<file path="src/rtl/data_mem_responder_if.sv">
// Load/store port bundle between the processor and the data-memory responder.
// Latency: none, wires only.
// Backpressure: valid/ready on both the request and the response channel.
interface data_mem_responder_if;
  logic        req_valid;
  logic        req_ready;
  logic        req_write;
  logic [31:0] req_addr;
  logic [31:0] req_wdata;
  logic        resp_valid;
  logic        resp_ready;
  logic [31:0] resp_rdata;
  logic        resp_err;

  // Requester side (processor load/store unit)
  modport master (
    output req_valid, req_write, req_addr, req_wdata, resp_ready,
    input  req_ready, resp_valid, resp_rdata, resp_err
  );

  // Responder side (data memory)
  modport slave (
    input  req_valid, req_write, req_addr, req_wdata, resp_ready,
    output req_ready, resp_valid, resp_rdata, resp_err
  );
endinterface

</file>
<file path="src/rtl/data_mem_responder.sv">
// Multi-cycle word data memory answering one load/store at a time.
// Latency: acceptance to resp_valid is LATENCY cycles; LATENCY+2 cycles per request back to back.
// Backpressure: req_ready low while a request is in flight; response held stable until resp_ready.
module data_mem_responder #(
  parameter int DEPTH   = 128,
  parameter int LATENCY = 2
) (
  input logic                 clk,
  input logic                 rst,
  data_mem_responder_if.slave bus
);

  localparam int AW = $clog2(DEPTH);

  typedef enum logic [1:0] {IDLE, BUSY, RESP} state_t;

  state_t      state;
  logic [3:0]  cnt;
  logic        wr_q;
  logic [31:0] addr_q;
  logic [31:0] wdata_q;

  logic [AW-1:0] idx;
  logic          err_c;
  logic          commit;
  logic          mem_we;
  logic [31:0]   rd_word [DEPTH];

  // Word index and legality of the latched request; out-of-range requests never touch storage.
  assign idx    = addr_q[AW+1:2];
  assign err_c  = (addr_q[1:0] != 2'b00) || (addr_q[31:2] >= 30'(DEPTH));
  assign commit = (state == BUSY) && (cnt == 4'd0);
  // Gating with rst keeps a store from landing on an edge where reset is held.
  assign mem_we = rst && commit && wr_q && !err_c;

  // Storage: each word powers up holding its own index and is never cleared by reset.
  for (genvar g = 0; g < DEPTH; g++) begin : g_word
    logic [31:0] word_q = 32'(g);

    // Commit-edge store into this word
    always_ff @(posedge clk) begin
      if (mem_we && (idx == AW'(g))) word_q <= wdata_q;
    end

    assign rd_word[g] = word_q;
  end

  // Request/response FSM with all handshake outputs registered
  always_ff @(posedge clk or negedge rst) begin
    if (!rst) begin
      state          <= IDLE;
      cnt            <= 4'd0;
      wr_q           <= 1'b0;
      addr_q         <= 32'd0;
      wdata_q        <= 32'd0;
      bus.req_ready  <= 1'b1;
      bus.resp_valid <= 1'b0;
      bus.resp_rdata <= 32'd0;
      bus.resp_err   <= 1'b0;
    end else begin
      case (state)
        IDLE: begin
          if (bus.req_valid && bus.req_ready) begin
            wr_q          <= bus.req_write;
            addr_q        <= bus.req_addr;
            wdata_q       <= bus.req_wdata;
            cnt           <= 4'(LATENCY - 1);
            bus.req_ready <= 1'b0;
            state         <= BUSY;
          end
        end
        BUSY: begin
          if (cnt == 4'd0) begin
            // Commit edge: error and store responses carry zero data
            bus.resp_valid <= 1'b1;
            bus.resp_err   <= err_c;
            bus.resp_rdata <= (!err_c && !wr_q) ? rd_word[idx] : 32'd0;
            state          <= RESP;
          end else begin
            cnt <= cnt - 4'd1;
          end
        end
        RESP: begin
          if (bus.resp_ready) begin
            bus.resp_valid <= 1'b0;
            bus.resp_rdata <= 32'd0;
            bus.resp_err   <= 1'b0;
            bus.req_ready  <= 1'b1;
            state          <= IDLE;
          end
        end
        default: state <= IDLE;
      endcase
    end
  end

endmodule

</file>
<file path="src/flat_wrapper.sv">
// flat-port wrapper written by rule: the top's interface ports become plain ports
module data_mem_responder_flat 
#(
  parameter int DEPTH   = 128,
  parameter int LATENCY = 2
)
  (clk, rst, bus_req_valid, bus_req_write, bus_req_addr, bus_req_wdata, bus_resp_ready, bus_req_ready, bus_resp_valid, bus_resp_rdata, bus_resp_err);
  data_mem_responder_if bus_i ();
  input logic clk;
  input logic rst;
  input wire logic [$bits(bus_i.req_valid)-1:0] bus_req_valid;
  input wire logic [$bits(bus_i.req_write)-1:0] bus_req_write;
  input wire logic [$bits(bus_i.req_addr)-1:0] bus_req_addr;
  input wire logic [$bits(bus_i.req_wdata)-1:0] bus_req_wdata;
  input wire logic [$bits(bus_i.resp_ready)-1:0] bus_resp_ready;
  output wire logic [$bits(bus_i.req_ready)-1:0] bus_req_ready;
  output wire logic [$bits(bus_i.resp_valid)-1:0] bus_resp_valid;
  output wire logic [$bits(bus_i.resp_rdata)-1:0] bus_resp_rdata;
  output wire logic [$bits(bus_i.resp_err)-1:0] bus_resp_err;
  assign bus_i.req_valid = bus_req_valid;
  assign bus_i.req_write = bus_req_write;
  assign bus_i.req_addr = bus_req_addr;
  assign bus_i.req_wdata = bus_req_wdata;
  assign bus_i.resp_ready = bus_resp_ready;
  assign bus_req_ready = bus_i.req_ready;
  assign bus_resp_valid = bus_i.resp_valid;
  assign bus_resp_rdata = bus_i.resp_rdata;
  assign bus_resp_err = bus_i.resp_err;
  data_mem_responder #(.DEPTH(DEPTH), .LATENCY(LATENCY)) u_core (.clk(clk), .rst(rst), .bus(bus_i));
endmodule
</file>
<file path="config.mk">
export PLATFORM = sky130hd
export DESIGN_NAME = data_mem_responder_flat
export DESIGN_NICKNAME = d
export VERILOG_FILES = /design/src/rtl/data_mem_responder_if.sv /design/src/rtl/data_mem_responder.sv /design/src/flat_wrapper.sv
export SDC_FILE = /design/constraint.sdc
export NUM_CORES = 2
export LEC_CHECK = 0
export BUFFER_PORTS_ARGS = -buffer_cell sky130_fd_sc_hd__buf_2
export CAP_MARGIN = 20
export CORE_ASPECT_RATIO = 0.7
export CORE_MARGIN = 10
export CORE_UTILIZATION = 61
export DETAILED_ROUTE_END_ITERATION = 12
export PLACE_DENSITY = 0.75
export RECOVER_POWER = 25
export SETUP_SLACK_MARGIN = 0.02
export SLEW_MARGIN = 20
export SYNTH_ARGS = -nofsm -noshare
export SYNTH_HDL_FRONTEND = slang
export SYNTH_SLANG_ARGS = --single-unit
export TNS_END_PERCENT = 30
</file>
<file path="constraint.sdc">
create_clock -name clk -period 4.28 [get_ports clk]
set_clock_uncertainty 0.05 [all_clocks]
set_input_delay 1.07 -clock clk [delete_from_list [all_inputs] [get_ports clk]]
set_output_delay 1.07 -clock clk [all_outputs]
set_load 0.05 [all_outputs]
</file>
==> results.txt <==
----------------------------------------------------
[Power]
  Internal Pwr Total ... 84.4 mW
  Clock group share of total power ... 25.3%
  Leakage power ... roughly 57 nW
  Net Switching ... 44.6 mW
  Relative contribution of combinational cells to total power ... 30.7%
  Total power divided by cell area ... ~710 nW/um^2
  Sw frac ... around a third
  Worst vdd ir ... 0.822 mV
  Sequential power share ... a little over two fifths

[Outcome]
  Status ... complete, but fails checks
  Failing checks ... max-capacitance violations, max-slew violations, negative setup slack

[Yosys]
  Number of library cell types mapped by synthesis ... 47
  Largest area contributor in the netlist ... sky130_fd_sc_hd__edfxtp_1
  Area of the mapped netlist ... ~160000 sq um
  Number of synthesized register bits ... 4202
  Area fraction in and, or, nand and nor cells after synthesis ... under 10%
  Largest family of logic cells by synthesized area ... multiplexers
  Async S/R FF share, synth ... 2.52%
  Synthesized Nets ... around 6900
  Number of instances in the synthesized netlist ... 6796
  Synth warn ... 0
  Multiplexer share of the synthesized area ... 16.8%
  Synthesized-area fraction occupied by ao, oa, aoi and oai cells ... approximately 2%
  Cell types occupying the most area after synthesis ... sky130_fd_sc_hd__edfxtp_1, sky130_fd_sc_hd__mux4_2, sky130_fd_sc_hd__dfrtp_1, sky130_fd_sc_hd__mux2i_1, sky130_fd_sc_hd__o22ai_1
  Synth Area in Adders ... less than 1%
  Mean Syn Cell Area ... roughly 23 sq um
  Xor/xnor cell area share of the yosys netlist ... 0.0110%
  Number of flops mapped to enable cells by yosys ... 4096
  Fraction of synthesized cell area taken by the top area cell type ... roughly 77%
  Primary FF master, synth ... sky130_fd_sc_hd__edfxtp_1
  Proportion of synthesized chip area in sequential cells ... between 70% and 80%

[Placed design]
  Routability Congestion ... ~0.95
  Number of buffer cells added on primary ports ... a little over 100
  Placed standard-cell area ... about 170000 sq um
  Dpl hpwl ... about 270000 um

[Setup path]
  Crit-path cells ... buf_12 -> buf_12 -> buf_4 -> mux4_2 -> o22ai_1 -> nor4_1 -> buf_4 -> nor2_1 -> o41ai_1
  Critical path arrival ... between 5000 and 6000 ps
  Critical Path Slowest Stage Cell ... sky130_fd_sc_hd__nor2_1
  Crit. End Element ... flip-flop
  Worst Path Required ... just under 5000 ps
  Max incr delay on CP ... ~830 ps
  Critical Path Fanout Max ... 29
  Worst setup SP type ... flip-flop
  Critical path buffer and inverter count ... 4
  Kind of cell adding the most delay to the critical path ... buffers and inverters
  WS Path Type ... reg -> reg

[Cells and area]
  Fraction of final layout cells sized beyond drive strength 1 ... 31.0%
  P&R area growth vs syn ... 13.4%
  Final instance area ... about 180000 sq um
  Count of nets after finishing ... 7475
  Fill count ... between 10000 and 15000

[Timing]
  Worst hold margin ... around 350 ps
  Count of endpoints failing hold in the final timing report ... 0
  Setup ws final ... -123 ps
  Unrepaired setup endpoints after global routing ... false
  Slew @ Worst Pin ... just under 4000 ps
  Final number of max-transition violations ... around 2200
  Total negative slack for setup checks ... -207 ps
  Achievable frequency ... around 230 MHz
  Final setup violation count ... 2
  Ratio of final minimum period to clock period ... 103%
  Relative slew margins ... -159%
  Shortest clock period the worst path allows after layout ... about 4400 ps

[Clock network]
  Clock network latency to the later pin of the worst-skew pair ... just over 900 ps
  Number of buffers on the longest clock path ... 4
  CTS tree ... built
  CTS H-tree depth ... 5
  Number of CTS-inserted buffers ... roughly 360
  Sink Count ... approximately 4200
  Buffer type at the clock tree root ... sky130_fd_sc_hd__clkbuf_16
  Clock edge transition at the registers on the reported setup and hold paths ... 70 ps
  Buffers inserted during post-CTS setup optimization ... 0

[Route]
  Count of TritonRoute iterations in the first routing pass ... 6
  Via density ... 7.24
  Total vias in the final route ... slightly above 80000
  Remaining antenna violation count ... 0
  Drt total wl ... about 460000 um
  Routed WL per cell ... 40.6 um
  Number of DRC violations after detailed routing ... 0
  Number of DRC markers after the initial detailed-route iteration ... around 15000

[Global routing]
  First-pass GRT wire length ... 633000 um
  Via count of the first global-routing pass ... 78600
  GRT Util Overall ... about 32%
  Maximum number of pins on one net before global-route repair ... 96
  Global routing usage on met1 ... about 44%
  Global Route met2 Usage ... 47.8%
  Antenna violations before repair ... 54
  Sum of overflow across all layers after global routing ... 0
  Met3 routing resource usage after global routing ... ~11%
  Global-route layer with the greatest usage ... met2

[Min path]
  Path category of the worst min-delay check ... in -> reg

[Floorplan]
  Ports placed on the boundary ... about 100
  Chip width ... approximately 630 um
  Initial core utilization ... around three fifths
  Core region area ... between 200000 and 300000 sq um
  Floorplan row count ... 157
  Height of the chip ... 448 um
  Area of the die ... 283000 sq um

[Flow run]
  Max-cap violations ... 40

----------------------------------------------------
## cells in the mapped netlist (4+ instances only)
library cell                  n
sky130_fd_sc_hd__a22o_1      28
sky130_fd_sc_hd__inv_1        5
sky130_fd_sc_hd__buf_2       91
sky130_fd_sc_hd__mux2i_1    255
sky130_fd_sc_hd__buf_1       27
sky130_fd_sc_hd__a22oi_1     89
sky130_fd_sc_hd__o22ai_1    196
sky130_fd_sc_hd__nor3_1      12
sky130_fd_sc_hd__nand2b_1     9
sky130_fd_sc_hd__and2_1       4
sky130_fd_sc_hd__edfxtp_1  4096
sky130_fd_sc_hd__nor2_1     192
sky130_fd_sc_hd__or4_1        4
sky130_fd_sc_hd__buf_4       72
sky130_fd_sc_hd__nor2b_1     10
sky130_fd_sc_hd__nand3_1     22
sky130_fd_sc_hd__o21ai_0     31
sky130_fd_sc_hd__buf_8        6
sky130_fd_sc_hd__a221oi_1    25
sky130_fd_sc_hd__buf_6       47
sky130_fd_sc_hd__mux2_2      65
sky130_fd_sc_hd__clkbuf_1   135
sky130_fd_sc_hd__o41ai_1     25
sky130_fd_sc_hd__nor4_1      58
sky130_fd_sc_hd__a221o_1      4
sky130_fd_sc_hd__mux4_2    1042
sky130_fd_sc_hd__a21oi_1     42
sky130_fd_sc_hd__nand2_1     68
sky130_fd_sc_hd__dfrtp_1    105
## metal layers
layer | wire length (um) | vias to the layer above
met2 | 205000 | 7130
met4 | 23500 | 44
met1 | 153000 | 42400
met3 | 73000 | 1126
met5 | 438 | -
li1 | - | 30400
## sequential cells by signal, summed over array words and instances, names as in the netlist
register               count
u_core.bus.req_ready       1
u_core.cnt                 4
u_core.wr_q                1
u_core.bus.resp_rdata     32
u_core.wdata_q            32
u_core.g_word.word_q    4096
u_core.state               2
u_core.addr_q             32
u_core.bus.resp_err        1
u_core.bus.resp_valid      1
## metrics by stage
stage               power [mW]  utilization [%]  worst slack [ps]  std cells
floorplan                 76.0                -               669       6796
global placement          94.5             64.9              24.1      10500
detailed placement        95.3             65.0              95.7      10500
CTS                        128             69.4              74.1      11200
global route               131             69.3              20.8      11200
finish                     129             69.4              -123      11200
## layout make-up
| type | count | area [sq um] | share of cell area [%] |
|---|---|---|---|
| diodes | 17 | 42.5 | 0.0235 |
| clock buffers | 459 | 9670 | 5.35 |
| clock inverters | 189 | 1880 | 1.04 |
| inverters | 5 | 18.8 | 0.0104 |
| multi-input cells | 2211 | 32700 | 18.1 |
| flip-flops and latches | 4202 | 126000 | 69.5 |
| well taps | 3498 | 4380 | 2.42 |
| repair buffers | 623 | 6570 | 3.63 |
## kinds of logic (layout without fill, tap and decap cells)
| group | after synthesis | count (layout) |
|---|---|---|
| muxes | 1362 | 1362 |
| and+or+nand+nor | 390 | 390 |
| DFF | 4202 | 4202 |
| buffers and inverters | 383 | 1276 |
| adders and majority gates | 1 | 1 |
| AOI/OAI and AO/OA | 456 | 456 |
| other | 0 | 17 |
| xor gates and xnor gates | 2 | 2 |
## worst reg2reg max path, delay by kind of cell (launching register included)
family | cells | cell delay, ps
buffers and inverters | 4 | 1140
and+or+nand+nor | 2 | 980
DFF | 1 | 750
AOI/OAI and AO/OA | 2 | 750
muxes | 1 | 590
## what timing repair did
action                     CTS  global route
setup endpoints to repair    0             1
hold buffers                 1             0
resized for setup            0             1
hold endpoints to repair     4             0
## power by group through the flow
stage | clock, mW | combinational [mW] | sequential (mW)
6_report | 32.7 | 39.6 | 56.7
2_1_floorplan | 0 | 19.6 | 56.4
3_5_place_dp | 0 | 37.8 | 57.5
3_3_place_gp | 0 | 37.3 | 57.2
5_1_grt | 34.3 | 40.5 | 56.6
4_1_cts | 32.8 | 38.2 | 56.6
## worst paths after layout
check,to,slack [ps],depth (start not counted),start
setup / recovery,u_core.bus.resp_rdata[26]$_DFFE_PN0P_,-120,9,u_core.addr_q[2]$_DFFE_PN0P_
hold / removal,u_core.state[1]$_DFFE_PN0P_,350,2,bus_resp_ready
setup reg to reg,u_core.bus.resp_rdata[26]$_DFFE_PN0P_,-120,9,u_core.addr_q[2]$_DFFE_PN0P_
hold reg to reg,u_core.bus.resp_valid$_DFFE_PN0P_,430,2,u_core.bus.resp_valid$_DFFE_PN0P_
max in group asynchronous,u_core.addr_q[4]$_DFFE_PN0P_,1210,4,rst
min in group asynchronous,u_core.bus.resp_rdata[1]$_DFFE_PN0P_,740,2,rst
## cell usage in the layout, fill, tap and decap left out, drive strengths merged, types with 35 or more instances in the layout
cell and count:
edfxtp 4096, mux4 1042, buf 611, clkbuf 469
mux2i 255, o22ai 196, nor2 192, clkinv 138
dfrtp 105, a22oi 89, nand2 68, mux2 65
nor4 58, a21oi 42, bufinv 35
Note: power is estimated with default switching activity, not from simulation.
